[src/rtl/serial_add_sub_if.sv]
// Handshake and operand/result bundle for serial_add_sub.
// The zero port is present only when SERIAL_ADD_SUB_ZFLAG_EN is defined.
interface serial_add_sub_if #(
   parameter int WIDTH = 32
);
   logic             start;
   logic             sub;
   logic [WIDTH-1:0] i0;
   logic [WIDTH-1:0] i1;
   logic             cin;
   logic             busy;
   logic             done;
   logic [WIDTH-1:0] sum;
   logic             cout;
   logic             ovf;
`ifdef SERIAL_ADD_SUB_ZFLAG_EN
   logic             zero;

   modport master (
      output start, sub, i0, i1, cin,
      input  busy, done, sum, cout, ovf, zero
   );
   modport slave (
      input  start, sub, i0, i1, cin,
      output busy, done, sum, cout, ovf, zero
   );
`else
   modport master (
      output start, sub, i0, i1, cin,
      input  busy, done, sum, cout, ovf
   );
   modport slave (
      input  start, sub, i0, i1, cin,
      output busy, done, sum, cout, ovf
   );
`endif
endinterface

[src/rtl/serial_add_sub.sv]
// Multi-cycle add/subtract: one BITS_PER_CYCLE-wide ripple slice reused LSB first.
// Define SERIAL_ADD_SUB_ZFLAG_EN to add the zero-result flag.
module serial_add_sub #(
   parameter int WIDTH          = 32,
   parameter int BITS_PER_CYCLE = 1
) (
   input logic             clk,
   input logic             reset,
   serial_add_sub_if.slave bus
);
   localparam int SLICES = WIDTH / BITS_PER_CYCLE;
   localparam int CW     = (SLICES > 1) ? $clog2(SLICES) : 1;
   localparam logic [CW-1:0] LAST = CW'(SLICES - 1);

   typedef enum logic [1:0] {
      IDLE = 2'd0,
      RUN  = 2'd1,
      DONE = 2'd2
   } state_t;

   state_t state_reg, state_next;

   logic [WIDTH-1:0]          a_reg, b_reg, sum_reg, sum_next;
   logic [CW-1:0]             cnt_reg;
   logic                      carry_reg, cout_reg, ovf_reg;
   logic                      busy_int, done_int;
   logic                      accept, last_slice;
   logic [BITS_PER_CYCLE:0]   rc;
   logic [BITS_PER_CYCLE-1:0] slice_sum;

   assign accept     = (state_reg == IDLE) && bus.start;
   assign last_slice = (state_reg == RUN) && (cnt_reg == LAST);

   // Operands shift right each cycle, so the slice always reads the low bits.
   assign rc[0] = carry_reg;
   genvar gi;
   generate
      for (gi = 0; gi < BITS_PER_CYCLE; gi++) begin : g_slice
         assign slice_sum[gi] = a_reg[gi] ^ b_reg[gi] ^ rc[gi];
         assign rc[gi+1]      = (a_reg[gi] & b_reg[gi]) | (rc[gi] & (a_reg[gi] ^ b_reg[gi]));
      end
      for (gi = 0; gi < SLICES; gi++) begin : g_place
         assign sum_next[gi*BITS_PER_CYCLE +: BITS_PER_CYCLE] =
            (cnt_reg == CW'(gi)) ? slice_sum : sum_reg[gi*BITS_PER_CYCLE +: BITS_PER_CYCLE];
      end
   endgenerate

   always_ff @(posedge clk) begin
      if (reset) begin
         state_reg <= IDLE;
      end else begin
         state_reg <= state_next;
      end
   end

   always_comb begin
      state_next = state_reg;
      case (state_reg)
         IDLE:    if (bus.start) state_next = RUN;
         RUN:     if (cnt_reg == LAST) state_next = DONE;
         DONE:    state_next = IDLE;
         default: state_next = IDLE;
      endcase
   end

   always_comb begin
      busy_int = 1'b0;
      done_int = 1'b0;
      case (state_reg)
         RUN:     busy_int = 1'b1;
         DONE:    done_int = 1'b1;
         default: ;
      endcase
   end

   always_ff @(posedge clk) begin
      if (reset) begin
         a_reg     <= '0;
         b_reg     <= '0;
         cnt_reg   <= '0;
         carry_reg <= 1'b0;
         sum_reg   <= '0;
         cout_reg  <= 1'b0;
         ovf_reg   <= 1'b0;
      end else if (accept) begin
         // Subtraction is A + ~B + ~borrow_in.
         a_reg     <= bus.i0;
         b_reg     <= bus.sub ? ~bus.i1 : bus.i1;
         carry_reg <= bus.sub ^ bus.cin;
         cnt_reg   <= '0;
         sum_reg   <= '0;
         cout_reg  <= 1'b0;
         ovf_reg   <= 1'b0;
      end else if (state_reg == RUN) begin
         a_reg     <= a_reg >> BITS_PER_CYCLE;
         b_reg     <= b_reg >> BITS_PER_CYCLE;
         carry_reg <= rc[BITS_PER_CYCLE];
         sum_reg   <= sum_next;
         cnt_reg   <= last_slice ? '0 : cnt_reg + 1'b1;
         if (last_slice) begin
            cout_reg <= rc[BITS_PER_CYCLE];
            ovf_reg  <= rc[BITS_PER_CYCLE] ^ rc[BITS_PER_CYCLE-1];
         end
      end
   end

`ifdef SERIAL_ADD_SUB_ZFLAG_EN
   logic nz_reg, zero_reg;

   // Sticky OR of every written slice; the flag resolves on the last slice.
   always_ff @(posedge clk) begin
      if (reset) begin
         nz_reg   <= 1'b0;
         zero_reg <= 1'b0;
      end else if (accept) begin
         nz_reg   <= 1'b0;
         zero_reg <= 1'b0;
      end else if (state_reg == RUN) begin
         nz_reg <= nz_reg | (|slice_sum);
         if (last_slice) begin
            zero_reg <= ~(nz_reg | (|slice_sum));
         end
      end
   end

   assign bus.zero = zero_reg;
`endif

   assign bus.busy = busy_int;
   assign bus.done = done_int;
   assign bus.sum  = sum_reg;
   assign bus.cout = cout_reg;
   assign bus.ovf  = ovf_reg;
endmodule
[src/flat_wrapper.sv]
// flat-port wrapper written by rule: the top's interface ports become plain ports
module serial_add_sub_flat 
#(
   parameter int WIDTH          = 32,
   parameter int BITS_PER_CYCLE = 1
)
  (clk, reset, bus_start, bus_sub, bus_i0, bus_i1, bus_cin, bus_busy, bus_done, bus_sum, bus_cout, bus_ovf);
  serial_add_sub_if #(.WIDTH(WIDTH)) bus_i ();
  input logic clk;
  input logic reset;
  input wire logic [$bits(bus_i.start)-1:0] bus_start;
  input wire logic [$bits(bus_i.sub)-1:0] bus_sub;
  input wire logic [$bits(bus_i.i0)-1:0] bus_i0;
  input wire logic [$bits(bus_i.i1)-1:0] bus_i1;
  input wire logic [$bits(bus_i.cin)-1:0] bus_cin;
  output wire logic [$bits(bus_i.busy)-1:0] bus_busy;
  output wire logic [$bits(bus_i.done)-1:0] bus_done;
  output wire logic [$bits(bus_i.sum)-1:0] bus_sum;
  output wire logic [$bits(bus_i.cout)-1:0] bus_cout;
  output wire logic [$bits(bus_i.ovf)-1:0] bus_ovf;
  assign bus_i.start = bus_start;
  assign bus_i.sub = bus_sub;
  assign bus_i.i0 = bus_i0;
  assign bus_i.i1 = bus_i1;
  assign bus_i.cin = bus_cin;
  assign bus_busy = bus_i.busy;
  assign bus_done = bus_i.done;
  assign bus_sum = bus_i.sum;
  assign bus_cout = bus_i.cout;
  assign bus_ovf = bus_i.ovf;
  serial_add_sub #(.WIDTH(WIDTH), .BITS_PER_CYCLE(BITS_PER_CYCLE)) u_core (.clk(clk), .reset(reset), .bus(bus_i));
endmodule
[config.mk]
export PLATFORM = sky130hd
export DESIGN_NAME = serial_add_sub_flat
export DESIGN_NICKNAME = d
export VERILOG_FILES = /design/src/rtl/serial_add_sub_if.sv /design/src/rtl/serial_add_sub.sv /design/src/flat_wrapper.sv
export SDC_FILE = /design/constraint.sdc
export NUM_CORES = 1
export LEC_CHECK = 0
export CORE_MARGIN = 1
export CORE_UTILIZATION = 35
export DETAILED_ROUTE_END_ITERATION = 12
export PLACE_DENSITY = 0.6
export SKIP_LAST_GASP = 1
export SLEW_MARGIN = 40
export SYNTH_ARGS = -nofsm -noshare
export SYNTH_HDL_FRONTEND = slang
export SYNTH_SLANG_ARGS = --single-unit
[constraint.sdc]
create_clock -name clk -period 2.3 [get_ports clk]
set_input_delay 0.345 -clock clk [delete_from_list [all_inputs] [get_ports clk]]
set_output_delay 0.345 -clock clk [all_outputs]
set_load 0.01 [all_outputs]
==> out/results.ini, run 1 <==
[worst_hold_path]
hold_end = u_core.state_reg[0]
hold_start = reset
hp-class = primary input to flip-flop
hold_depth = 2

[sta]
drv_slew = 0
fin_ws_ns = 0.123
maxSlewHeadroom = 0.508
finalSetupViolations = 0
rsz0062_at_grt = no
period_share = 0.947
timing_hold_violations_final = 0
fin_crit_ns = 2.18
timing.fmax_mhz = 459
skew_ns = 0.00778
hold_slack_ns = 0.267
tightest_slew_ns = 0.738
setup_tns_ns = 0

[cts]
cts_buffers = 9
cts_num_sinks = 106
hold_buffers = 0
clock-root-buffer = clkbuf_16
clockBufferDepth = 2
cts_post_setup_buffers_inserted = 0
htreeDepth = 3
clk-insertion-delay-late_ns = 0.35
cts_tree = built
clk_pin_slew_ns = 0.07
ctsResizeCount = 0

[outcome]
outcome = complete, no violations

[job]
maxCapViolCount = 0

[logic_synthesis]
syn-cell-area_um2 = 5090
netlist.area_leader.share = 0.417
synth_cell_types = 37
synth-seq-cells = 106
syn_area_per_cell_um2 = 9.21
yosysTopAreaCell = dfxtp_1
yosysWarnings = 0
yosysSeqAreaShare = 0.417
netlist_top_cells_area = dfxtp_1, mux2i_1, xor2_1, nand2b_1, a211oi_1
netlist_instances = 553
syn-num-nets = 629

[pwr]
p_int_mw = 3.27
sw_frac_of_total = 0.244
clkPwrFrac = 0.391
power_density_nw_per_um2 = 658
peakVddDrop_uv = 370
switchingPower_mw = 1.05
comb_power_share = 0.149
seqPwrFrac = 0.461
p_leak_nw = 2.34

[final_layout]
final_nets = 704
layout-drive-gt1-share = 0.0632
most-common-layout-cells = dfxtp_1, clkdlybuf4s50_1, mux2i_1
final_common_cell = dfxtp_1
final_cell_area_um2 = 6580
diodes = 0
syn2layout_area_growth_pct = 29.1
fillerInstances = 1306

[setup_path]
startpoint_type = flip-flop
crit_arrival_ns = 1.83
cp_data_required_time_ns = 1.96
path_max_fanout = 22
crit_buf_inv = 2
r2r-start = u_core.cnt_reg[0]
end_kind = output pin
path_class = flip-flop to output pin
critPathMaxStageDelay_ns = 0.69
crit_slowest_cell = dfxtp_1
critPathTopFamily = flip-flops
crit_chain = nand2b_1, clkinv_1, clkdlybuf4s50_1
timing.rr.end = u_core.cnt_reg[3]
rrSetupSlack_ns = 0.35
ff2ff_path_depth = 5
cp-startpoint = u_core.state_reg[1]

[die]
die_x_um = 123
dieArea_um2 = 15000
start_util = 0.363
rows = 43
die_h_um = 123
io_pins = 105
core_area_um2 = 14000

[global_routing]
overflow = 0
grt_pass1_wl_um = 19400
grt_pass1_vias = 3985
grt_usage = 0.165
grt_start_max_net_pins = 72
antenna_found_initial = 0

[detailed_routing]
wire_per_inst_um = 14.5
drc = 0
num_vias = 4176
final_antenna_net_count = 0
drt_wl_total_um = 11800
via_per_inst = 5.14
drtPass1Iterations = 5
drtIter0Drc = 286

[placement]
dpl_worst_slack_ns = 0.236
port_buffers = 104
dpl_cell_area_um2 = 6240
post-dp-hpwl_um = 8050
gp_congestion = 0.791

## power groups by stage
stage	clock (mW)	sequential [mW]	combinational [mW]
6_report	1.69	1.99	0.643
2_1_floorplan	0	2.02	0.437
4_1_cts	1.75	1.99	0.650
5_1_grt	1.82	2.00	0.709
3_5_place_dp	0	2.03	0.649
3_3_place_gp	0	2.03	0.636
## per-stage QoR
step | util | power [mW] | cells
final | 0.468 | 4.33 | 813
after global routing | 0.468 | 4.53 | 813
after CTS | 0.468 | 4.39 | 813
after detailed placement | 0.445 | 2.68 | 797
after global placement | 0.445 | 2.67 | 797
after floorplan | - | 2.45 | 553
## cells in the mapped netlist
cell	count
clkbuf_1	26
nand2b_1	36
inv_1	5
or2_2	2
ha_1	6
buf_6	2
or3_1	1
and2_1	1
o21bai_1	1
a211oi_1	27
o21ai_0	33
a211oi_2	4
nand2_1	8
nand4bb_1	4
o21ba_1	1
o22ai_1	32
and4bb_2	4
a31oi_1	1
buf_1	9
nor3b_2	1
a22oi_1	2
nor2_1	37
buf_2	9
and4b_1	4
fa_1	1
xor2_1	34
buf_4	5
nor2b_1	3
clkinv_1	1
nand3b_1	1
a21oi_1	40
and3_1	1
dfxtp_1	106
nand4b_1	5
mux2i_1	63
or4_1	1
nand3_1	36
## routing by layer
| layer | routed length, um | GRT usage | up-vias |
|---|---|---|---|
| met3 | 600 | 0.0414 | 19 |
| met2 | 5580 | 0.265 | 123 |
| met1 | 5330 | 0.209 | 1909 |
| li1 | - | - | 2125 |
| met4 | 257 | 0.0694 | 0 |
| met5 | 0 | 0 | - |
## worst reg2reg max path: cells and delay by family, from the launching register on
| family | cells | cell delay, ns |
|---|---|---|
| DFF | 1 | 0.36 |
| and+or+nand+nor | 2 | 0.77 |
| AOI/OAI and AO/OA | 1 | 0.13 |
| adders and majority gates | 2 | 0.61 |
## kinds of logic (layout without fill, tap and decap cells)
group	Yosys count	after routing	share of synthesized area
adders and majority gates	7	7	0.0187
DFF	106	106	0.417
xor gates and xnor gates	34	34	0.0585
muxes	63	63	0.124
buffers and inverters	57	137	0.0509
and+or+nand+nor	145	145	0.163
AOI/OAI and AO/OA	141	141	0.168
## worst max-delay path by stage
stage	end	slack [ns]	depth (start not counted)
after global routing	bus_busy	0.006	3
after floorplan	u_core.cnt_reg[3]	0.48	6
after detailed placement	u_core.a_reg[7]	0.24	5
after global placement	u_core.a_reg[29]	0.27	5
after CTS	bus_done	0.1	2
final	bus_busy	0.12	3
## cell type report
type | count | area (um2) | share of cell area
Sequential cell | 106 | 2120 | 0.323
Clock inverter | 4 | 73.8 | 0.0112
Clock buffer | 12 | 256 | 0.0390
Multi-Input combinational cell | 390 | 2720 | 0.414
Inverter | 6 | 22.5 | 0.00343
Tap cell | 180 | 225 | 0.0343
Timing Repair Buffer | 115 | 1150 | 0.175
(Power assumes the default switching activity.)
==> inputs of run 2 (changes only) <==
--- a/config.mk
+++ b/config.mk
@@ -5,7 +5,6 @@
 export SDC_FILE = /design/constraint.sdc
 export NUM_CORES = 1
 export LEC_CHECK = 0
-export CORE_MARGIN = 1
 export CORE_UTILIZATION = 35
 export DETAILED_ROUTE_END_ITERATION = 12
 export PLACE_DENSITY = 0.6
==> results of run 2 <==
Same layout as run 1: the final DEF is identical, and so are final timing and power.
